$ cat src/rtl/decim_pkg.sv
// decim_pkg: shared constants and helpers for the decimating delay line.
//   MODE_PICK / MODE_MEAN : cfg_mode encodings
//   CFG_W                 : width of the cfg_log2 request field
//   clamp_log2()          : limits a requested log2 factor to the build maximum
package decim_pkg;

  localparam logic MODE_PICK = 1'b0;
  localparam logic MODE_MEAN = 1'b1;
  localparam int   CFG_W     = 4;

  function automatic logic [CFG_W-1:0] clamp_log2(input logic [CFG_W-1:0] req,
                                                   input int              max_log2);
    if (int'(req) > max_log2) return CFG_W'(max_log2);
    return req;
  endfunction

endpackage

$ cat src/rtl/valid_delay_line.sv
// valid_delay_line: DEPTH-entry shift register where each entry carries a
// valid bit. Shifts on en; flush clears the valid bits (data is left alone,
// it is never observed without its valid bit).
//   clk, rst_n  : clock, async active-low reset
//   en          : shift din in this edge
//   flush       : drop all entries this edge (wins over en)
//   din         : sample entering the line
//   dout        : oldest entry, i.e. the sample leaving on this edge
//   dout_valid  : dout really leaves this edge and held a sample
module valid_delay_line #(
  parameter int WIDTH = 8,
  parameter int DEPTH = 3
) (
  input  logic             clk,
  input  logic             rst_n,
  input  logic             en,
  input  logic             flush,
  input  logic [WIDTH-1:0] din,
  output logic [WIDTH-1:0] dout,
  output logic             dout_valid
);

  logic [DEPTH-1:0][WIDTH-1:0] data_q;
  logic [DEPTH-1:0]            vld_pipe;

  always_ff @(posedge clk or negedge rst_n) begin
    if (!rst_n) begin
      data_q   <= '0;
      vld_pipe <= '0;
    end else if (flush) begin
      vld_pipe <= '0;
    end else if (en) begin
      data_q[0]   <= din;
      vld_pipe[0] <= 1'b1;
      for (int i = 1; i < DEPTH; i++) begin
        data_q[i]   <= data_q[i-1];
        vld_pipe[i] <= vld_pipe[i-1];
      end
    end
  end

  // The tail entry is consumed by the same edge that shifts it out.
  assign dout       = data_q[DEPTH-1];
  assign dout_valid = en & ~flush & vld_pipe[DEPTH-1];

endmodule

$ cat src/rtl/decim_delay_line.sv
// decim_delay_line: DEPTH-sample delay line feeding a 2^k decimator with
// pick (last sample of group) or mean (floor average of group) modes.
//   clk, rst_n : clock, async active-low reset
//   in_valid   : accept in_data this edge
//   in_data    : signed input sample
//   cfg_log2   : requested k (clamped to LOG2_MAX), latched at group start
//   cfg_mode   : MODE_PICK / MODE_MEAN, latched at group start
//   clear      : synchronous flush of delay line, counter and accumulator
//   out_valid  : one-cycle pulse when out_data updates
//   out_data   : decimated sample, held between pulses
module decim_delay_line
  import decim_pkg::*;
#(
  parameter int WIDTH    = 8,
  parameter int DEPTH    = 3,
  parameter int LOG2_MAX = 3
) (
  input  logic             clk,
  input  logic             rst_n,
  input  logic             in_valid,
  input  logic [WIDTH-1:0] in_data,
  input  logic [CFG_W-1:0] cfg_log2,
  input  logic             cfg_mode,
  input  logic             clear,
  output logic             out_valid,
  output logic [WIDTH-1:0] out_data
);

  localparam int ACC_W = WIDTH + LOG2_MAX;
  localparam int CNT_W = (LOG2_MAX > 0) ? LOG2_MAX : 1;

  logic [WIDTH-1:0]        s;
  logic                    s_valid;

  logic [CNT_W-1:0]        cnt_q;
  logic signed [ACC_W-1:0] acc_q;
  logic [CFG_W-1:0]        k_act_q;
  logic                    mode_act_q;

  logic                    grp_start;
  logic                    grp_last;
  logic [CFG_W-1:0]        k_cur;
  logic                    mode_cur;
  logic signed [ACC_W-1:0] s_ext;
  logic signed [ACC_W-1:0] acc_sum;
  logic [CNT_W-1:0]        cnt_mask;
  logic [WIDTH-1:0]        mean_val;

  valid_delay_line #(.WIDTH(WIDTH), .DEPTH(DEPTH)) u_dl (
    .clk        (clk),
    .rst_n      (rst_n),
    .en         (in_valid),
    .flush      (clear),
    .din        (in_data),
    .dout       (s),
    .dout_valid (s_valid)
  );

  // At group start the freshly sampled config governs this very sample,
  // so a k=0 group completes on the same edge it starts.
  always_comb begin
    grp_start = (cnt_q == '0);
    k_cur     = grp_start ? clamp_log2(cfg_log2, LOG2_MAX) : k_act_q;
    mode_cur  = grp_start ? cfg_mode : mode_act_q;
    s_ext     = ACC_W'(signed'(s));
    acc_sum   = grp_start ? s_ext : (acc_q + s_ext);
    cnt_mask  = ~({CNT_W{1'b1}} << k_cur);
    grp_last  = (cnt_q == cnt_mask);
    // Sum of 2^k WIDTH-bit samples shifted by k always fits back in WIDTH.
    mean_val  = WIDTH'(acc_sum >>> k_cur);
  end

  always_ff @(posedge clk or negedge rst_n) begin
    if (!rst_n) begin
      cnt_q      <= '0;
      acc_q      <= '0;
      k_act_q    <= '0;
      mode_act_q <= MODE_PICK;
      out_valid  <= 1'b0;
      out_data   <= '0;
    end else if (clear) begin
      cnt_q     <= '0;
      acc_q     <= '0;
      out_valid <= 1'b0;
    end else begin
      out_valid <= 1'b0;
      if (s_valid) begin
        if (grp_start) begin
          k_act_q    <= k_cur;
          mode_act_q <= mode_cur;
        end
        acc_q <= acc_sum;
        if (grp_last) begin
          cnt_q     <= '0;
          out_valid <= 1'b1;
          out_data  <= (mode_cur == MODE_MEAN) ? mean_val : s;
        end else begin
          cnt_q <= cnt_q + CNT_W'(1);
        end
      end
    end
  end

endmodule

$ cat config.mk
export PLATFORM = sky130hd
export DESIGN_NAME = decim_delay_line
export DESIGN_NICKNAME = d
export VERILOG_FILES = /design/src/rtl/decim_pkg.sv /design/src/rtl/valid_delay_line.sv /design/src/rtl/decim_delay_line.sv
export SDC_FILE = /design/constraint.sdc
export NUM_CORES = 1
export LEC_CHECK = 0
export CAP_MARGIN = 20
export CORE_MARGIN = 2
export CORE_UTILIZATION = 54
export DETAILED_ROUTE_END_ITERATION = 7
export HOLD_SLACK_MARGIN = 0.03
export PLACE_DENSITY_LB_ADDON = 0.08
export RECOVER_POWER = 50
export SYNTH_ARGS = -nofsm -noshare
export SYNTH_HDL_FRONTEND = slang
export SYNTH_SLANG_ARGS = --single-unit
$ cat constraint.sdc
create_clock -name clk -period 2.7 [get_ports clk]
set_input_delay 0.81 -clock clk [delete_from_list [all_inputs] [get_ports clk]]
set_output_delay 0.81 -clock clk [all_outputs]
set_load 0.005 [all_outputs]
==> summary.md, run 1 <==
| Metric | Value |
|---|---|
| WS Path Type | register to register |
| Max Cap Viol | 0 |
| TritonCTS clock tree | yes |
| Vias in the first global route | around 3.5k |
| Placed Area | about 4400 µm² |
| Slew @ Worst Pin | roughly 1.4 ns |
| CTS Sinks | 55 |
| Die area | about 7400 µm² |
| CP Max Fanout | 5 |
| Reg2reg end | out_data[4]$_DFFE_PN0P_ |
| Top_reg_cell synth | dfrtp_1 |
| Worst slack, placed | -0.3562 ns |
| Worst EP required | roughly 3.0 ns |
| Post-synth EDFFs | 0 |
| Area grow syn2layout | 25.57% |
| Drt wl/cell | 18.68 µm |
| Crit end category | register |
| Asr flop ratio synth | 100.0% |
| Fin util | 70.99% |
| Initial core utilization | between 50% and 60% |
| Relative slew slack | about 7.9% |
| DR iter-0 viols | ~330 |
| Clock root cell | clkbuf_8 |
| Synth area leaders | dfrtp_1 38%, mux2_2 6.8%, o21ai_0 4.7% |
| Hold endpoint | u_dl.dout[5]$_DFFE_PN0P_ |
| Flop-to-flop setup slack | -0.06 ns |
| CTS max path bufs | 2 |
| Core area | roughly 6400 µm² |
| Top cell type's share of synthesized area | between 30 and 40% |
| Hold slack final | 0.4875 ns |
| First-pass GRT wire length | between 15000 and 20000 µm |
| Area leader, netlist | dfrtp_1 |
| Gate Count Post-Synth | about 390 |
| Hold path start | u_dl.data_q[13]$_DFFE_PN0P_ |
| Synth Area in XOR/XNOR | between 1.5 and 2% |
| Critical path launch point type | register |
| Via Count | around 3.4k |
| Netlist cell types | 60 |
| Gpl congestion | a little under 1 |
| Adder-cell share of the synthesized area | 4.686% |
| Pwr Density | approximately 530 nW/µm² |
| Hold Path Cell Cnt | 2 |
| CTS Buf Count | 5 |
| Flops & latches, synth | 55 |
| Nets@finish | between 500 and 600 |
| GRT Residual Overflow | 0 |
| Post-synthesis compound-gate area fraction | between 20% and 30% |
| Post-route cell area | 4559 µm² |
| Finished Layout Cells | approximately 550 |
| Leak | 2.050 nW |
| Final HPWL DP | between 7000 and 8000 µm |
| Status | complete, but fails checks |
| RR Startpoint | acc_q[0]$_DFFE_PN0P_ |
| DRC Markers | 0 |
| Worst Hold Class | register to register |
| Mux cell area share after synthesis | 9.855% |
| Largest net degree at the start of global routing | 56 |
| Die Y | 86 µm |
| DR pass1 iterations | 5 |
| RSZ-0062 raised after global routing | yes |
| WL final | between 10000 and 15000 µm |
| Fin crit period | 2.760 ns |
| Final Hold Viols | 0 |
| Placed cell count | between 500 and 600 |
| Largest family of logic cells by synthesized area | compound AO/OA/AOI/OAI gates |
| Vias per cell | around 6.2 |
| Final setup violation count | 6 |
| Upper clock frequency limit | between 300 and 400 MHz |
| Antenna viol nets, final | 0 |
| H-tree depth | 2 |
| Setup Skew | about 0.011 ns |
| Die W | 86 µm |
| I/O pins | 26 |
| Seq/Total Area, Yosys | between 30% and 40% |
| Synth Area in Simple Gates | around 20% |
| # diodes | 0 |
| WP data arrival | around 3 ns |
| All-Layer GR Usage | between 20% and 30% |
| Initial antenna violation count | 0 |
| Setup TNS | -0.2246 ns |
| Post-Syn Area | 3631 µm² |
| Post-synth net total | 424 |
| Final Cycle Share | 102.2% |
| Final Slew Violations | 0 |
| Total power draw | 2.429 mW |
| Post-route setup slack | -0.06025 ns |
| R2R depth | 9 |
| Mean area per synthesized cell | approximately 9 µm² |
| Reg clk slew, reported paths | ~0.11 ns |
| Failing checks | setup timing |
| Peak VDD IR | ~0.00036 V |
| Clock Latency Late Sink | 0.32 ns |
| Port Buffers | 25 |
| Yosys warnings | 0 |
| Layout cell share with drive strength beyond 1 | 26.27% |
| Row Count | 29 |
where the power goes:
group	internal (mW)	switching (mW)
Combinational	0.437	0.481
Clock	0.188	0.306
Sequential	0.921	0.0958
Total	1.55	0.883
cell families (layout without fill, tap and decap cells):
family / Yosys count / count (layout)
AND/OR/NAND/NOR: 134 / 134
multiplexers: 33 / 33
buffers and inverters: 33 / 111
AO/OA/AOI/OAI: 119 / 119
XOR/XNOR: 7 / 7
adder cells (fa/ha/maj): 13 / 13
flip-flops: 55 / 55
synthesized netlist by cell type (all sizes together) (6+ instances only):
library cell,instances
a211oi,14
a21o,6
a21oi,19
a31oi,8
and2,6
buf,8
clkbuf,14
dfrtp,55
ha,12
inv,11
mux2,22
mux2i,11
nand2,27
nand2b,7
nand3,17
nand3b,13
nor2,27
nor2b,7
nor3,7
o211ai,7
o21ai,34
worst max path at each step:
stage	from	to	slack [ns]
2_1_floorplan	u_dl.dout[0]$_DFFE_PN0P_	out_data[4]$_DFFE_PN0P_	0.04
3_3_place_gp	cfg_log2[3]	out_data[3]$_DFFE_PN0P_	-0.26
5_1_grt	acc_q[0]$_DFFE_PN0P_	out_data[6]$_DFFE_PN0P_	-0.20
3_5_place_dp	cfg_log2[3]	out_data[3]$_DFFE_PN0P_	-0.36
6_report	acc_q[0]$_DFFE_PN0P_	out_data[4]$_DFFE_PN0P_	-0.06
4_1_cts	acc_q[0]$_DFFE_PN0P_	out_data[4]$_DFFE_PN0P_	-0.04
worst max-delay path: stages (launching register included):
cell and delay [ns]:
dfrtp_1 0.41, ha_2 0.21, fa_2 0.39, a211o_4 0.38
a2111o_1 0.39, nand4b_1 0.20, nor4_1 0.07, a311oi_1 0.30
nand3_1 0.15, a31oi_1 0.20
routing by layer:
layer / GRT usage (%) / up-vias / part of all wire (%)
met4: 10.82 / 0 / 3.2
li1: - / 1625 / -
met3: 5.005 / 28 / 4.9
met2: 49.26 / 121 / 48
met1: 39.55 / 1653 / 44
met5: 0 / - / 0
sequential cells by signal, indices dropped and copies added, names as in the netlist:
name and count:
u_dl.vld_pipe 3, out_valid 1, u_dl.data_q 16, out_data 8
cnt_q 3, mode_act_q 1, u_dl.dout 8, k_act_q 4
acc_q 11
repair_timing:
action | CTS | global route
pin swaps | 11 | 3
setup endpoints to repair | 8 | 8
buffers inserted | 4 | 2
hold buffers | 0 | 0
resized for setup | 10 | 7
placed cells by master, fill, tap and decap left out, types with 3 or more instances in the layout:
cell type and count:
nand3b_1 13, a211oi_1 12, ha_1 11, dfrtp_1 55
a31oi_1 8, xnor2_1 3, clkbuf_8 5, nor2_1 27
nor2b_1 5, o31ai_1 5, nand2b_1 7, nand2_1 27
buf_4 65, o21ai_0 32, mux2i_1 11, o211ai_1 7
mux2_2 22, nand4_1 4, clkdlybuf4s50_1 24, a21oi_1 17
nor3_1 7, nand3_1 17, inv_1 11, a21o_1 6
and2_1 6, and3_1 3
final cells by class:
cell class / count / area, µm²
multi-input combinational: 306 / 2195
fill: 539 / 1863
sequential: 55 / 1376
timing repair buffer: 92 / 758.2
tap: 77 / 96.34
clock buffer: 5 / 68.82
inverter: 11 / 41.29
clock inverter: 3 / 23.77
No activity file was read; power rests on OpenSTA's default activity.
==> run 2, diff against run 1 <==
CORE_UTILIZATION = 50   (was 54)
==> summary.md, run 2 (synthesized netlist as in run 1, its figures left out) <==
| Metric | Value |
|---|---|
| Fill cells | 637 (was 539) |
| R2R depth | 11 (was 9) |
| First-pass GRT wire length | 15990 µm (was 17210 µm) |
| Die area | 7959 µm² (was 7396 µm²) |
| DRC Markers | 0 (unchanged) |
| Worst setup path startpoint | acc_q[0]$_DFFE_PN0P_ (unchanged) |
| Nets@finish | 499 (was 501) |
| Setup Skew | 0.01287 ns (was 0.01064 ns) |
| All-Layer GR Usage | 26.25% (was 29.83%) |
| Failing checks | setup timing (unchanged) |
| Flop-to-flop setup slack | -0.02 ns (was -0.06 ns) |
| Fin util | 65.52% (was 70.99%) |
| # diodes | 0 (unchanged) |
| Row Count | 31 (was 29) |
| Relative slew slack | 1.794% (was 7.946%) |
| Initial core utilization | 50.88% (was 56.54%) |
| Hold Buf Count CTS | 0 (unchanged) |
| Vias per cell | 6.046 (was 6.242) |
| Final Slew Violations | 0 (unchanged) |
| Worst Hold Class | register to register (unchanged) |
| Drt wl/cell | 18.30 µm (was 18.68 µm) |
| Top flop regs | u_dl.data_q (16), acc_q (11) (unchanged) |
| Die Y | 89.22 µm (was 86 µm) |
| Clock root cell | clkbuf_8 (unchanged) |
| Setup crit end | out_data[2]$_DFFE_PN0P_ (was out_data[4]$_DFFE_PN0P_) |
| Finished Layout Cells | 568 (was 549) |
| Largest net degree at the start of global routing | 31 (was 56) |
| Worst EP required | 2.93 ns (was 2.95 ns) |
| GRT Residual Overflow | 0 (unchanged) |
| Hold path start | u_dl.data_q[10]$_DFFE_PN0P_ (was u_dl.data_q[13]$_DFFE_PN0P_) |
| Final Cycle Share | 100.9% (was 102.2%) |
| Max reg flops | 16 (unchanged) |
| WL final | 10400 µm (was 10260 µm) |
| WP data arrival | 2.96 ns (was 3.01 ns) |
| Final setup violation count | 2 (was 6) |
| Slew @ Worst Pin | 1.473 ns (was 1.381 ns) |
| WS Path Type | register to register (unchanged) |
| Setup TNS | -0.03899 ns (was -0.2246 ns) |
| CTS max path bufs | 2 (unchanged) |
| Pint | 1.585 mW (was 1.547 mW) |
| Clk pwr share | 19.7% (was 20.4%) |
| TritonCTS clock tree | yes (unchanged) |
| CP Max Fanout | 5 (unchanged) |
| Peak VDD IR | 0.0003423 V (was 0.0003598 V) |
| Final HPWL DP | 7523 µm (was 7650 µm) |
| Switching pwr | 890.4 µW (was 882.7 µW) |
| Gpl congestion | 0.9562 (was 0.9757) |
| Die W | 89.22 µm (was 86 µm) |
| Most frequent cells in the layout | 63 x buf_4, 55 x dfrtp_1, 29 x o21ai_0 (was 65 x buf_4, 55 x dfrtp_1, 32 x o21ai_0) |
| Placed cell count | 556 (was 535) |
| Commonest non-fill, non-tap cell in the layout | buf_4 (unchanged) |
| Upper clock frequency limit | 367.0 MHz (was 362.3 MHz) |
| Final Hold Viols | 0 (unchanged) |
| Fin crit period | 2.725 ns (was 2.760 ns) |
| Switching share of power | 35.97% (was 36.34%) |
| Pwr Density | 529.5 nW/µm² (was 532.8 nW/µm²) |
| Max Cap Viol | 0 (unchanged) |
| Vias in the first global route | 3215 (was 3529) |
| Leak | 2.079 nW (was 2.050 nW) |
| Via Count | 3434 (was 3427) |
| RSZ-0062 raised after global routing | yes (unchanged) |
| Seq. cell area | 1376 µm² (unchanged) |
| Core area | 7137 µm² (was 6422 µm²) |
| H-tree depth | 2 (unchanged) |
| Worst slack, placed | -0.3371 ns (was -0.3562 ns) |
| Clock Latency Late Sink | 0.31 ns (was 0.32 ns) |
| RR Startpoint | acc_q[0]$_DFFE_PN0P_ (unchanged) |
| Initial antenna violation count | 0 (unchanged) |
| I/O pins | 26 (unchanged) |
| Area grow syn2layout | 28.77% (was 25.57%) |
| Multi-input logic area | 2307 µm² (was 2195 µm²) |
| Flop pwr share | 41.1% (was 41.9%) |
| Critical path launch point type | register (unchanged) |
| Crit end category | register (unchanged) |
| Status | complete, but fails checks (unchanged) |
| Port Buffers | 25 (unchanged) |
| DR pass1 iterations | 5 (unchanged) |
| Comb power frac | 39.2% (was 37.8%) |
| Antenna viol nets, final | 0 (unchanged) |
| CTS Sinks | 55 (unchanged) |
| Layout cell share with drive strength beyond 1 | 28.14% (was 26.27%) |
| Reg2reg end | out_data[2]$_DFFE_PN0P_ (was out_data[4]$_DFFE_PN0P_) |
| CTS Buf Count | 5 (unchanged) |
| DR iter-0 viols | 268 (was 326) |
| Post-route setup slack | -0.02452 ns (was -0.06025 ns) |
| Reg with most FFs | u_dl.data_q (unchanged) |
| Reg clk slew, reported paths | 0.10 ns (was 0.11 ns) |
run 2: changes by cell type in the layout (fill, tap and decap cells not counted), sizes merged:
cell	delta
dlymetal6s2s	+1
clkbuf	+2
clkinvlp	-1
clkdlybuf4s50	-1
clkinv	-1
buf	-3
run 2: power groups by stage:
stage	Combinational (mW)	Sequential [mW]	Clock [mW]
2_1_floorplan	0.517	0.993	0
3_3_place_gp	0.819	1.03	0
3_5_place_dp	0.830	1.03	0
4_1_cts	0.879	1.01	0.507
5_1_grt	1.04	1.03	0.531
6_report	0.969	1.02	0.489
run 2: timing repair:
action	4_1_cts	5_1_grt
cloned	0	0
setup endpoints to repair	8	10
resized for setup	12	28
pin swaps	11	10
setup buffers	4	1
run 2: worst min path at each step:
stage | endpoint | cells after the start
CTS | u_dl.dout[5]$_DFFE_PN0P_ | 2
global placement | u_dl.dout[5]$_DFFE_PN0P_ | 2
floorplan | u_dl.dout[2]$_DFFE_PN0P_ | 2
detailed placement | u_dl.dout[5]$_DFFE_PN0P_ | 2
finish | u_dl.dout[2]$_DFFE_PN0P_ | 2
global route | u_dl.dout[5]$_DFFE_PN0P_ | 2
run 2: cell type report:
cell class                      count  share of cell area, %
Clock buffer                        6                  1.766
Clock inverter                      1                 0.1873
Inverter                           11                 0.8831
Multi-Input combinational cell    306                  49.34
Sequential cell                    55                  29.44
Tap cell                           99                  2.649
Timing Repair Buffer               90                  15.73
run 2: critical path, cell delays in order (launching register included):
cell      delay [ns]
dfrtp_1         0.40
ha_2            0.20
fa_2            0.35
a211o_4         0.39
a2111o_1        0.38
nand4b_1        0.14
buf_4           0.16
buf_6           0.11
a31oi_4         0.10
o41ai_4         0.09
o21ai_1         0.14
a31oi_1         0.18
run 2: per-stage QoR:
step / cell area [µm²] / power [mW] / hold WS [ns]
after floorplan: 3631 / 1.510 / 0.4460
after global placement: 4373 / 1.845 / 0.4598
after detailed placement: 4373 / 1.861 / 0.4657
after CTS: 4546 / 2.402 / 0.4910
after global routing: 4676 / 2.602 / 0.5117
final: 4676 / 2.476 / 0.4872
run 2: metal layers:
metal  vias to the layer above  wire length (µm)  global-route usage (%)
met5                         -                 0                       0
met4                         0               209                   7.734
met3                        18               627                   3.509
met2                       118              5115                   43.23
met1                      1677              4444                   36.20
li1                       1621                 -                       -
==> run 3, diff against run 2 <==
RECOVER_POWER = default   (was 50)
REMOVE_ABC_BUFFERS = 1   (was default)
==> summary.md, run 3 (synthesized netlist as in run 1, its figures left out) <==
| Metric | Value |
|---|---|
| Initial core utilization | 50.88% (unchanged) |
| Final HPWL DP | 7287 µm (was 7523 µm) |
| Upper clock frequency limit | 370.0 MHz (was 367.0 MHz) |
| Status | complete, but fails checks (unchanged) |
| CP Max Fanout | 5 (unchanged) |
| Die W | 89.22 µm (unchanged) |
| Final setup violation count | 3 (was 2) |
| I/O pins | 26 (unchanged) |
| Initial antenna violation count | 0 (unchanged) |
| Top flop regs | u_dl.data_q (16), acc_q (11) (unchanged) |
| Most crowded layer after global routing | met2 (unchanged) |
| Met2 Use GR | 43.03% (was 43.23%) |
| Max reg flops | 16 (unchanged) |
| All-Layer GR Usage | 26.66% (was 26.25%) |
| H-tree depth | 2 (unchanged) |
| Grt met3 use | 3.509% (unchanged) |
| R2R depth | 11 (unchanged) |
| TritonCTS clock tree | yes (unchanged) |
| Largest net degree at the start of global routing | 36 (was 31) |
| Layout cell share with drive strength beyond 1 | 29.54% (was 28.14%) |
| Vias per cell | 6.077 (was 6.046) |
| WS Path Type | register to register (unchanged) |
| Clk pwr share | 21.8% (was 19.7%) |
| Drt wl/cell | 17.59 µm (was 18.30 µm) |
| Hold Buf Count CTS | 0 (unchanged) |
| WP data arrival | 2.92 ns (was 2.96 ns) |
| First-pass GRT wire length | 16290 µm (was 15990 µm) |
| Final Cycle Share | 100.1% (was 100.9%) |
| RSZ-0062 raised after global routing | yes (unchanged) |
| CTS max path bufs | 2 (unchanged) |
| CTS Sinks | 55 (unchanged) |
| Die area | 7959 µm² (unchanged) |
| Reg clk slew, reported paths | 0.10 ns (about the same) |
| WL final | 10080 µm (was 10400 µm) |
| DR pass1 iterations | 8 (was 5) |
| Leak | 2.096 nW (was 2.079 nW) |
| Worst EP required | 2.92 ns (was 2.93 ns) |
| Relative slew slack | 65.52% (was 1.794%) |
| Post-route setup slack | -0.002486 ns (was -0.02452 ns) |
| Switching pwr | 902.9 µW (was 890.4 µW) |
| Gpl congestion | 0.9699 (was 0.9562) |
| Switching share of power | 34.89% (was 35.97%) |
| Peak VDD IR | 0.0004882 V (was 0.0003423 V) |
| Fin util | 66.83% (was 65.52%) |
| Failing checks | setup timing (unchanged) |
| Core area | 7137 µm² (unchanged) |
| Met1 usage | 36.25% (was 36.20%) |
| Reg with most FFs | u_dl.data_q (unchanged) |
| Port Buffers | 25 (unchanged) |
| DRC Markers | 0 (unchanged) |
| Antenna viol nets, final | 0 (unchanged) |
| Worst slack, placed | -0.3659 ns (was -0.3371 ns) |
| Crit end category | register (unchanged) |
| Final Slew Violations | 0 (unchanged) |
| Flop pwr share | 38.6% (was 41.1%) |
| Area grow syn2layout | 31.36% (was 28.77%) |
| DR iter-0 viols | 260 (was 268) |
| Comb power frac | 39.5% (was 39.2%) |
| Pwr Density | 542.5 nW/µm² (was 529.5 nW/µm²) |
| Critical path launch point type | register (unchanged) |
| Fin crit period | 2.702 ns (was 2.725 ns) |
| Most frequent cells in the layout | 65 x buf_4, 55 x dfrtp_1, 31 x o21ai_0 (was 63 x buf_4, 55 x dfrtp_1, 29 x o21ai_0) |
| Clock root cell | clkbuf_8 (unchanged) |
| Max Cap Viol | 0 (unchanged) |
| Commonest non-fill, non-tap cell in the layout | buf_4 (unchanged) |
| GRT Residual Overflow | 0 (unchanged) |
| Vias in the first global route | 3284 (was 3215) |
| Clock Latency Late Sink | 0.31 ns (about the same) |
| Worst Hold Class | input pin to asynchronous set/reset pin (was register to register) |
| # diodes | 0 (unchanged) |
| Slew @ Worst Pin | 0.5118 ns (was 1.473 ns) |
| Row Count | 31 (unchanged) |
| CTS Buf Count | 5 (unchanged) |
| Die Y | 89.22 µm (unchanged) |
| Setup Skew | 0.01142 ns (was 0.01287 ns) |
| Via Count | 3482 (was 3434) |
| Nets@finish | 503 (was 499) |
| Pint | 1.685 mW (was 1.585 mW) |
| Final Hold Viols | 0 (unchanged) |
==> run 3: cell types whose count changed in the layout (fill, tap and decap cells not counted), sizes merged <==
cell	change
bufinv	+1
clkinvlp	+1
clkbuf	-3
buf	+6
clkdlybuf4s50	+1
dlymetal6s2s	-1
==> run 3: metrics by stage <==
step	setup TNS (ns)	hold slack, ns	cells	power (mW)	instance area (µm²)
2_1_floorplan	-16.63	0.4460	372	1.497	3536
3_3_place_gp	-1.954	0.4664	559	1.871	4408
3_5_place_dp	-2.615	0.4716	559	1.890	4408
4_1_cts	0	0.4621	572	2.541	4663
5_1_grt	-0.7051	0.4904	573	2.726	4770
6_report	-0.004516	0.4518	573	2.588	4770
==> run 3: critical path, stage by stage, from the launching register on <==
cell,delay [ns]
dfrtp_1,0.39
ha_2,0.20
fa_2,0.36
a211o_4,0.39
a2111o_1,0.37
nand4b_1,0.14
buf_4,0.14
buf_6,0.10
a31oi_4,0.10
o41ai_4,0.08
nor3_2,0.09
o31ai_1,0.25
==> run 3: final cells by class <==
type	instances	area [µm²]
flip-flops and latches	55	1376
fillers	628	2367
clock inverters	3	46.29
inverters	11	41.29
well taps	99	123.9
clock buffers	5	68.82
repair buffers	94	795.8
multi-input cells	306	2317
==> run 3: repair_timing <==
action	in CTS	in global routing
setup buffers	5	1
endpoints found under the setup margin	8	8
pin swaps	14	14
cloned	0	0
hold endpoints to repair	0	0
resized for setup	19	19
==> run 3: path summary, 6_finish.rpt <==
kind	from	to	slack [ns]
setup / recovery	acc_q[0]$_DFFE_PN0P_	out_data[6]$_DFFE_PN0P_	-0.002
hold reg to reg	u_dl.data_q[10]$_DFFE_PN0P_	u_dl.dout[2]$_DFFE_PN0P_	0.49
hold / removal	rst_n	acc_q[7]$_DFFE_PN0P_	0.45
max in group asynchronous	rst_n	u_dl.data_q[0]$_DFFE_PN0P_	1.68
setup reg to reg	acc_q[0]$_DFFE_PN0P_	out_data[6]$_DFFE_PN0P_	-0.002
min in group clk	u_dl.data_q[10]$_DFFE_PN0P_	u_dl.dout[2]$_DFFE_PN0P_	0.49
==> run 3: power groups by stage <==
stage                     logic [mW]  registers [mW]  clock network, mW
final                           1.02            1.00              0.565
after global routing            1.11            1.01              0.607
after CTS                      0.957           0.998              0.585
after detailed placement       0.876            1.01                  0
after global placement         0.861            1.01                  0
after floorplan                0.482            1.02                  0
==> run 3: per-layer routing <==
layer | vias to the layer above | wire (µm)
met5 | - | 0
met4 | 0 | 348
met3 | 29 | 521
met2 | 141 | 4782
met1 | 1687 | 4427
li1 | 1625 | -
